`config.mk`:
```
export PLATFORM = sky130hd
export DESIGN_NAME = serial_byte_sender_flat
export DESIGN_NICKNAME = d
export VERILOG_FILES = /design/src/rtl/ser_pkg.sv /design/src/rtl/serial_byte_sender_if.sv /design/src/rtl/ser_hold_buf.sv /design/src/rtl/serial_byte_sender.sv /design/src/flat_wrapper.sv
export SDC_FILE = /design/constraint.sdc
export NUM_CORES = 1
export LEC_CHECK = 0
export ABC_AREA = 1
export BUFFER_PORTS_ARGS = -buffer_cell sky130_fd_sc_hd__buf_2
export CORE_UTILIZATION = 32
export CTS_BUF_LIST = sky130_fd_sc_hd__clkbuf_4
export CTS_CLUSTER_DIAMETER = 150
export CTS_CLUSTER_SIZE = 16
export DETAILED_ROUTE_END_ITERATION = 6
export HOLD_SLACK_MARGIN = 0.1
export MAX_ROUTING_LAYER = met4
export PLACE_DENSITY = 0.52
export SETUP_SLACK_MARGIN = 0.1
export SYNTH_ARGS = -nofsm -noshare
export SYNTH_HDL_FRONTEND = slang
export SYNTH_SLANG_ARGS = --single-unit
```
`constraint.sdc`:
```
create_clock -name clk -period 1.4 [get_ports clk]
set_input_delay 0.14 -clock clk [delete_from_list [all_inputs] [get_ports clk]]
set_output_delay 0.14 -clock clk [all_outputs]
set_load 0.05 [all_outputs]
```
`src/rtl/ser_pkg.sv`:
```
// Shared types and defaults for serial_byte_sender.
// The optional holding buffer is selected with SER_HOLDBUF_EN.
package ser_pkg;

   typedef enum logic [1:0] {
      IDLE,
      SHIFT,
      GAP
   } ser_state_t;

   localparam int unsigned SER_DATA_W     = 8;
   localparam int unsigned SER_GAP_CYCLES = 1;

   // Bits needed to count 0..n-1, never less than one.
   function automatic int unsigned cnt_width(input int unsigned n);
      int unsigned w;
      w = 1;
      while ((32'd1 << w) < n) w++;
      return w;
   endfunction

endpackage

```
`src/rtl/serial_byte_sender_if.sv`:
```
// Producer-to-sender byte handshake plus the serial outputs toward the SIPO register.
// master = producer side, slave = serial_byte_sender.
interface serial_byte_sender_if
   import ser_pkg::*;
#(
   parameter int unsigned DATA_W = SER_DATA_W
);
   logic [DATA_W-1:0] byte_in;
   logic              byte_valid;
   logic              byte_ready;
   logic              ser_out;
   logic              shift_en;
   logic              frame_done;

   modport master (
      output byte_in, byte_valid,
      input  byte_ready, ser_out, shift_en, frame_done
   );

   modport slave (
      input  byte_in, byte_valid,
      output byte_ready, ser_out, shift_en, frame_done
   );
endinterface

```
`src/rtl/ser_hold_buf.sv`:
```
// One-entry valid/ready holding register for serial_byte_sender.
// Only instantiated when SER_HOLDBUF_EN is defined.
module ser_hold_buf
   import ser_pkg::*;
#(
   parameter int unsigned DATA_W = SER_DATA_W
) (
   input  logic              clk,
   input  logic              rst,
   input  logic [DATA_W-1:0] push_data,
   input  logic              push_valid,
   output logic              push_ready,
   output logic [DATA_W-1:0] pop_data,
   output logic              pop_valid,
   input  logic              pop_ready
);
   logic              full;
   logic [DATA_W-1:0] data;

   always_ff @(posedge clk) begin
      if (rst) begin
         full <= 1'b0;
         data <= '0;
      end else if (push_valid && push_ready) begin
         full <= 1'b1;
         data <= push_data;
      end else if (pop_valid && pop_ready) begin
         full <= 1'b0;
      end
   end

   assign push_ready = !full;
   assign pop_valid  = full;
   assign pop_data   = data;
endmodule

```
`src/rtl/serial_byte_sender.sv`:
```
// Parallel byte in, LSB-first serial out with shift_en qualifier and frame gap.
// Define SER_HOLDBUF_EN to add a one-entry buffer for back-to-back frames.
module serial_byte_sender
   import ser_pkg::*;
#(
   parameter int unsigned DATA_W     = SER_DATA_W,
   parameter int unsigned GAP_CYCLES = SER_GAP_CYCLES
) (
   input logic                 clk,
   input logic                 rst,
   serial_byte_sender_if.slave bus
);
   localparam int unsigned      CNT_W    = cnt_width(DATA_W);
   localparam logic [CNT_W-1:0] CNT_LAST = CNT_W'(DATA_W - 1);
   localparam logic [3:0]       GAP_LAST = 4'((GAP_CYCLES == 0) ? 0 : GAP_CYCLES - 1);

   ser_state_t        state, state_nxt;
   logic [DATA_W-1:0] sreg, sreg_nxt;
   logic [CNT_W-1:0]  cnt, cnt_nxt;
   logic [3:0]        gap_cnt, gap_cnt_nxt;
   logic              done, done_nxt;
   logic              ready, accept, frame_end, load_pt, src_valid;
   logic [DATA_W-1:0] src_data;

   // Last cycle of frame plus gap: the point where a waiting byte may reload.
   assign frame_end = (GAP_CYCLES == 0) ? (state == SHIFT && cnt == CNT_LAST)
                                        : (state == GAP && gap_cnt == GAP_LAST);
   assign accept    = bus.byte_valid && ready;

`ifdef SER_HOLDBUF_EN
   logic              buf_valid, buf_empty, buf_push, buf_pop;
   logic [DATA_W-1:0] buf_data;

   assign load_pt   = (state == IDLE) || frame_end;
   assign ready     = !rst && buf_empty;
   // A byte arriving at a load point with the buffer empty goes straight to sreg.
   assign buf_push  = bus.byte_valid && !rst && !(load_pt && !buf_valid);
   assign buf_pop   = load_pt && buf_valid;
   assign src_valid = buf_valid || accept;
   assign src_data  = buf_valid ? buf_data : bus.byte_in;

   ser_hold_buf #(.DATA_W(DATA_W)) u_hold (
      .clk       (clk),
      .rst       (rst),
      .push_data (bus.byte_in),
      .push_valid(buf_push),
      .push_ready(buf_empty),
      .pop_data  (buf_data),
      .pop_valid (buf_valid),
      .pop_ready (buf_pop)
   );
`else
   assign load_pt   = (state == IDLE);
   assign ready     = !rst && (state == IDLE);
   assign src_valid = accept;
   assign src_data  = bus.byte_in;
`endif

   always_comb begin
      state_nxt   = state;
      sreg_nxt    = sreg;
      cnt_nxt     = cnt;
      gap_cnt_nxt = gap_cnt;
      done_nxt    = 1'b0;
      unique case (state)
         IDLE: ;
         SHIFT: begin
            sreg_nxt = sreg >> 1;
            cnt_nxt  = cnt + 1'b1;
            if (cnt == CNT_LAST) begin
               done_nxt    = 1'b1;
               cnt_nxt     = '0;
               gap_cnt_nxt = '0;
               state_nxt   = (GAP_CYCLES == 0) ? IDLE : GAP;
            end
         end
         GAP: begin
            gap_cnt_nxt = gap_cnt + 1'b1;
            if (gap_cnt == GAP_LAST) state_nxt = IDLE;
         end
         default: state_nxt = IDLE;
      endcase
      if (load_pt && src_valid) begin
         state_nxt = SHIFT;
         sreg_nxt  = src_data;
         cnt_nxt   = '0;
      end
   end

   always_ff @(posedge clk) begin
      if (rst) begin
         state   <= IDLE;
         sreg    <= '0;
         cnt     <= '0;
         gap_cnt <= '0;
         done    <= 1'b0;
      end else begin
         state   <= state_nxt;
         sreg    <= sreg_nxt;
         cnt     <= cnt_nxt;
         gap_cnt <= gap_cnt_nxt;
         done    <= done_nxt;
      end
   end

   assign bus.byte_ready = ready;
   assign bus.shift_en   = !rst && (state == SHIFT);
   assign bus.ser_out    = !rst && (state == SHIFT) && sreg[0];
   assign bus.frame_done = !rst && done;
endmodule

```
`src/flat_wrapper.sv`:
```
// flat-port wrapper written by rule: the top's interface ports become plain ports
module serial_byte_sender_flat import ser_pkg::*;
#(
   parameter int unsigned DATA_W     = SER_DATA_W,
   parameter int unsigned GAP_CYCLES = SER_GAP_CYCLES
)
  (clk, rst, bus_byte_in, bus_byte_valid, bus_byte_ready, bus_ser_out, bus_shift_en, bus_frame_done);
  serial_byte_sender_if #(.DATA_W(DATA_W)) bus_i ();
  input logic clk;
  input logic rst;
  input wire logic [$bits(bus_i.byte_in)-1:0] bus_byte_in;
  input wire logic [$bits(bus_i.byte_valid)-1:0] bus_byte_valid;
  output wire logic [$bits(bus_i.byte_ready)-1:0] bus_byte_ready;
  output wire logic [$bits(bus_i.ser_out)-1:0] bus_ser_out;
  output wire logic [$bits(bus_i.shift_en)-1:0] bus_shift_en;
  output wire logic [$bits(bus_i.frame_done)-1:0] bus_frame_done;
  assign bus_i.byte_in = bus_byte_in;
  assign bus_i.byte_valid = bus_byte_valid;
  assign bus_byte_ready = bus_i.byte_ready;
  assign bus_ser_out = bus_i.ser_out;
  assign bus_shift_en = bus_i.shift_en;
  assign bus_frame_done = bus_i.frame_done;
  serial_byte_sender #(.DATA_W(DATA_W), .GAP_CYCLES(GAP_CYCLES)) u_core (.clk(clk), .rst(rst), .bus(bus_i));
endmodule
```
==> run_results.csv, run 1 <==
group,metric,value,unit
status,status,"finished with violations",
status,violations,"design-rule violations",
floorplan,initial_utilization,0.343,
clocking,cts_inserted_buffers,3,
grt,grt_overflow,0,
setup_path,required,1.26,ns
floorplan,die_h,56.9,µm
grt,antenna_found_initial,0,
yosys,synth_area,963,µm²
yosys,syn_nets,151,
timing,slew_violations,0,
placed_design,dp_hpwl,1450,µm
timing,hold_viol_final,0,
setup_path,crit_fanout,3,
setup_path,r2r_end,"u_core.cnt[0]$_SDFFE_PP0P_",
timing,finalCritPeriodShare,0.928,
run,cap_violations,0,
yosys,synth_top_flop_cell,"dfxtp_1",
timing,slew_headroom,0.759,
timing,skew,0.00253,ns
floorplan,core_area,2810,µm²
final_layout,layout.nets,175,
grt,grt_max_degree,17,
floorplan,io_pins,15,
yosys,synth_edf_count,0,
hold_path,holdPathEnd,"u_core.sreg[6]$_SDFFE_PP0P_",
detailed_routing,drtPass1Iterations,6,
yosys,yosysWarnings,0,
hold_path,min_path_cells,5,
detailed_routing,drc,1,
final_layout,num_antenna_cells,0,
clocking,cts_sinks,18,
final_layout,area.growth.synth_to_final,23.4,%
clocking,clk_latency,0.29,ns
final_layout,drive_gt1_frac,0.239,
floorplan,rows,19,
placed_design,routabilityCongestion,0.846,
clocking,cts_tree,"yes",
yosys,synth_cell_types,20,
power,power,983,µW
yosys,synth_cells,136,
setup_path,cp_slowest_cell,"dfxtp_4",
floorplan,fp.dieW,56.9,µm
power,ir_drop,0.679,mV
setup_path,critPathKind,"flop to output pin",
placed_design,place_inst,182,
setup_path,max_stage_delay,0.39,ns
detailed_routing,num_vias,927,
clocking,root_buffer,"clkbuf_4",
clocking,path_clk_slew,0.10,ns
detailed_routing,routedWlPerCell,10.8,µm
detailed_routing,drtIter0Drc,33,
grt,first_global_vias,862,
detailed_routing,vias_per_cell,4.88,
clocking,h-tree-depth,1,
hold_path,hp-start,"bus_byte_in[6]",
timing,tightest_slew,0.361,ns
final_layout,n_fill_cell,293,
timing,final-setup-viol-count,0,
setup_path,reg2reg_setup_slack,0.22,ns
detailed_routing,routed_wl,2050,µm
yosys,ys_seq_area_frac,0.374,
hold_path,hold_path_class,"primary input to flop",
setup_path,rr_worst_depth,7,
grt,grt.total_usage,0.148,
setup_path,cp.arrival,1.16,ns
timing,fmax,0.770,GHz
yosys,syn_avg_cell_area,7.08,µm²
setup_path,critPathLaunchType,"flop",
final_layout,fin_cells,190,
grt,grt_pass1_wl,3580,µm
yosys,synthArstFlopShare,0,
setup_path,rr_startpoint,"u_core.cnt[0]$_SDFFE_PP0P_",
placed_design,port_buffers,14,
timing,finalSetupTns,0,ns
detailed_routing,postRouteAntennaNets,0,
setup_path,worst_setup_path_end_kind,"output pin",
timing,min_period,1.30,ns
setup_path,crit_path_cell_trace,"inv_2 > nor2_4 > inv_2 > nor2_4 > buf_6",
power,p_leak,0.585,nW
yosys,ys_ff_latch,18,
power,power_density,827,nW/µm²
clocking,cts_max_path_buffers,2,
timing,grt_setup_unrepaired,"yes",
floorplan,die_area,3230,µm²
-- area by class of cell --
class                      instances  area, µm²  share of cell area
sequential                        18        368               0.309
inverter                          19       71.3              0.0600
multi-input combinational         94        522               0.439
clock buffer                       3       22.5              0.0189
clock inverter                     1       3.75             0.00316
timing repair buffer              24        163               0.137
tap                               31       38.8              0.0326
-- cell usage after synthesis (2+ instances only) --
cell      n  area share
dfxtp_1  18        0.37
nand2_1  41        0.16
inv_1    17       0.066
nand3_1  15       0.078
o21ai_0   2       0.010
nor3_1    2       0.010
nor2_1    2      0.0078
inv_2     2      0.0078
buf_6     2       0.023
buf_4     2       0.016
a21oi_1  14       0.073
nand4_1   8       0.052
ha_1      4       0.052
-- flip-flops by register name, summed over array words and instances (netlist names) --
register / flops
u_core.sreg: 8
u_core.gap_cnt: 4
u_core.cnt: 3
u_core.state: 2
u_core.done: 1
-- metal layers --
metal,vias up,global-route usage,wire [µm]
li1,490,-,-
met1,418,0.172,977
met2,17,0.248,970
met3,2,0.0484,87
met4,0,0.0314,13
met5,-,-,0
-- critical path: cells and delay by family, from the launching register on --
family | cells | cell delay, ns
flip-flops | 1 | 0.39
AND/OR/NAND/NOR | 2 | 0.19
buffers and inverters | 3 | 0.29
-- placed cells by master, fill, tap and decap left out --
cell / instances
nand2_1: 41
inv_1: 16
dfxtp_1: 16
nand3_1: 15
a21oi_1: 14
buf_2: 11
buf_4: 10
nand4_1: 8
ha_1: 4
inv_2: 3
clkbuf_4: 3
nor2_4: 2
o21ai_0: 2
buf_6: 2
dfxtp_4: 2
nor2_8: 1
and3_1: 1
nor2_2: 1
nand3_4: 1
xor2_1: 1
nor3_4: 1
nor3_1: 1
clkinv_1: 1
nand3_2: 1
dlygate4sd3_1: 1
-- cell families (layout without fill, tap and decap cells) --
logic type / count (synthesis) / count (layout) / synth area share
flops: 18 / 18 / 0.374
fa+ha+maj: 4 / 4 / 0.0520
buf+inv: 25 / 47 / 0.122
simple gates: 72 / 73 / 0.360
xor+xnor: 1 / 1 / 0.00909
compound gates: 16 / 16 / 0.0831
-- what timing repair did --
action,CTS,global route
endpoints found under the hold margin,1,0
pin swaps,1,0
buffers inserted,1,1
setup endpoints to repair,3,3
resized for setup,11,0
cloned,0,1
hold buffers,1,0
-- power breakdown --
group / internal, mW / switching (mW) / total (mW)
Clock: 0.104 / 0.156 / 0.260
Combinational: 0.0721 / 0.108 / 0.180
Sequential: 0.531 / 0.0125 / 0.543
Total: 0.706 / 0.276 / 0.983
-- worst max-delay path by stage --
stage                            startpoint                          end  slack, ns
2_1_floorplan  u_core.state[1]$_SDFFE_PP0P_   u_core.cnt[0]$_SDFFE_PP0P_       0.11
3_3_place_gp   u_core.state[1]$_SDFFE_PP0P_  u_core.sreg[7]$_SDFFE_PP0P_       0.19
3_5_place_dp   u_core.state[1]$_SDFFE_PP0P_  u_core.sreg[1]$_SDFFE_PP0P_       0.15
4_1_cts        u_core.state[0]$_SDFFE_PP0P_                 bus_shift_en       0.09
5_1_grt        u_core.state[0]$_SDFFE_PP0P_                 bus_shift_en       0.03
6_report       u_core.state[0]$_SDFFE_PP0P_                 bus_shift_en       0.10
-- through the flow --
step | hold WS, ns | setup WS, ns | util | area, µm²
after floorplan | 0.302 | 0.107 | - | 985
after global placement | 0.412 | 0.193 | 0.392 | 1100
after detailed placement | 0.420 | 0.147 | 0.392 | 1100
after CTS | 0.196 | 0.0859 | 0.417 | 1170
after global routing | 0.214 | 0.0277 | 0.424 | 1190
final | 0.209 | 0.101 | 0.424 | 1190
Power figures use the tool's default switching activity.
==> run 2: changes to the inputs <==
REMOVE_ABC_BUFFERS = 1   (was unset)
SYNTH_HIERARCHICAL = 1   (was unset)
==> run_results.csv, run 2 <==
group,metric,value,unit
final_layout,reg_top3,"u_core/sreg (8), u_core/gap_cnt (4), u_core/cnt (3)",
yosys,ys_ff_latch,18,
setup_path,crit_fanout,3,
yosys,yosysWarnings,6,
grt,grt_max_degree,17,
detailed_routing,num_vias,940,
yosys,synth_fa_ha_area_frac,0.0509,
timing,hold_viol_final,0,
yosys,synth_commonest_cells,"35 x nand2_1, 18 x dfxtp_1, 18 x inv_1",
grt,grtUsageMet3,0.0476,
yosys,synthArstFlopShare,0,
grt,met2_usage,0.229,
placed_design,place_inst,181,
setup_path,critPathKind,"flop to output pin",
setup_path,cp.arrival,1.20,ns
clocking,cts_tree,"yes",
yosys,synth.area.mux_share,0,
clocking,h-tree-depth,1,
final_layout,num_antenna_cells,0,
final_layout,largest_reg_flops,8,
hold_path,hold_path_class,"primary input to flop",
run,cap_violations,0,
setup_path,critPathLaunchType,"flop",
grt,first_global_vias,828,
floorplan,die_area,3300,µm²
timing,final-setup-viol-count,0,
final_layout,final_util,0.428,
placed_design,routabilityCongestion,0.782,
timing,min_period,1.34,ns
grt,antenna_found_initial,0,
floorplan,rows,19,
yosys,syn_avg_cell_area,7.18,µm²
yosys,synth_area,983,µm²
yosys,synth_top_flop_cell,"dfxtp_1",
setup_path,max_stage_delay,0.40,ns
timing,tightest_slew,0.377,ns
yosys,synth_top_area_frac,0.366,
final_layout,layout.nets,175,
setup_path,worst_setup_path_end_kind,"output pin",
power,power_density,878,nW/µm²
timing,fmax,0.749,GHz
setup_path,crit_path_cell_trace,"inv_4 > nor2_4 > and3_4 > buf_8",
yosys,yosysMostFrequentCell,"nand2_1",
grt,grt_pass1_wl,3570,µm
yosys,synth_compound_area_frac,0.0941,
grt,grt-busiest-layer,"met2",
final_layout,fin_cells,190,
final_layout,final_cell_mix,"33 x nand2_1, 17 x inv_1, 16 x dfxtp_1, 15 x nand3_1",
detailed_routing,drtPass1Iterations,6,
placed_design,place_area,1080,µm²
floorplan,initial_utilization,0.348,
final_layout,n_fill_cell,298,
detailed_routing,drtIter0Drc,31,
setup_path,required,1.26,ns
timing,skew,0.0115,ns
yosys,synth_top_family_by_area,"simple AND/OR/NAND/NOR gates",
timing,finalCritPeriodShare,0.954,
yosys,synth_cell_types,25,
yosys,synthSimpleGateAreaFrac,0.361,
detailed_routing,routedWlPerCell,11.0,µm
final_layout,top_register,"u_core/sreg",
floorplan,io_pins,15,
clocking,cts_sinks,18,
floorplan,core_area,2830,µm²
placed_design,dp_hpwl,1480,µm
timing,grt_setup_unrepaired,"yes",
yosys,synth_area_leaders,"dfxtp_1 37%, nand2_1 13%, nand3_1 7.6%",
setup_path,crit_buf_inv,2,
power,p_leak,0.581,nW
yosys,ys_seq_area_frac,0.366,
setup_path,critPathTopFamily,"flip-flops",
grt,grt_overflow,0,
timing,slew_headroom,0.748,
detailed_routing,routed_wl,2080,µm
final_layout,area.growth.synth_to_final,23.2,%
yosys,synth_cells,137,
clocking,path_clk_slew,0.11,ns
clocking,root_buffer,"clkbuf_4",
grt,met1_usage,0.182,
detailed_routing,vias_per_cell,4.95,
setup_path,cp_slowest_cell,"dfxtp_4",
placed_design,port_buffers,14,
detailed_routing,postRouteAntennaNets,0,
final_layout,final_area,1210,µm²
floorplan,die_h,57.4,µm
final_layout,drive_gt1_frac,0.283,
yosys,synthXorXnorAreaFrac,0,
clocking,cts_inserted_buffers,3,
floorplan,fp.dieW,57.4,µm
detailed_routing,drc,2,
timing,slew_violations,0,
power,power,1.06,mW
status,violations,"design-rule violations",
yosys,yosysTopAreaCell,"dfxtp_1",
final_layout,layout_commonest_cell,"nand2_1",
power,ir_drop,0.559,mV
yosys,synth_edf_count,0,
grt,grt.total_usage,0.146,
status,status,"finished with violations",
clocking,clk_latency,0.30,ns
clocking,cts_max_path_buffers,2,
-- run 2: changes by cell type after synthesis, moves of 2 or more --
cell and delta:
nand2_2 +2, a21oi_2 +2, nor2_1 +2, a21oi_1 -3, nand2_1 -6
-- run 2: what timing repair did --
| action | CTS | global route |
|---|---|---|
| hold endpoints to repair | 1 | 0 |
| setup buffers | 2 | 2 |
| gates resized for setup | 11 | 10 |
| hold buffers | 1 | 0 |
| endpoints found under the setup margin | 3 | 16 |
| pin swaps | 2 | 3 |
-- run 2: final timing paths --
| check | startpoint | endpoint | slack, ns | depth (start not counted) |
|---|---|---|---|---|
| hold / removal | rst | u_core/sreg[0]$_SDFFE_PP0P_ | 0.15 | 2 |
| hold reg to reg | u_core/sreg[1]$_SDFFE_PP0P_ | u_core/sreg[1]$_SDFFE_PP0P_ | 0.49 | 2 |
| setup / recovery | u_core/state[0]$_SDFFE_PP0P_ | bus_ser_out | 0.06 | 4 |
| setup reg to reg | u_core/state[0]$_SDFFE_PP0P_ | u_core/sreg[2]$_SDFFE_PP0P_ | 0.21 | 8 |
-- run 2: area by class of cell --
cell class                      instances  area, µm²  area share
Timing Repair Buffer                   24        178       0.147
Inverter                               20       77.6      0.0640
Clock buffer                            3       22.5      0.0186
Multi-Input combinational cell         93        526       0.434
Tap cell                               31       38.8      0.0320
Clock inverter                          1       3.75     0.00310
Sequential cell                        18        365       0.302
-- run 2: routing by layer --
metal / part of all wire / routed length [µm]
met3: 0.055 / 115
met4: 0.0067 / 14
met1: 0.47 / 984
met2: 0.46 / 967
met5: 0 / 0
-- run 2: cells by family (layout without fill, tap and decap cells) --
family	Yosys count	count (layout)
simple gates	72	72
flops	18	18
buf+inv	26	48
fa+ha+maj	4	4
compound gates	17	17
-- run 2: stage by stage --
stage          hold slack, ns  setup TNS (ns)  setup WS (ns)
2_1_floorplan           0.202           -1.07         -0.459
5_1_grt                 0.147        -0.00231       -0.00231
6_report                0.154               0         0.0645
3_3_place_gp            0.416               0          0.145
4_1_cts                 0.127               0         0.0275
3_5_place_dp            0.412               0          0.131
-- run 2: power by group --
| part | internal (mW) | switching [mW] |
|---|---|---|
| Sequential | 0.537 | 0.0167 |
| Clock | 0.104 | 0.161 |
| Combinational | 0.104 | 0.141 |
| Total | 0.745 | 0.319 |
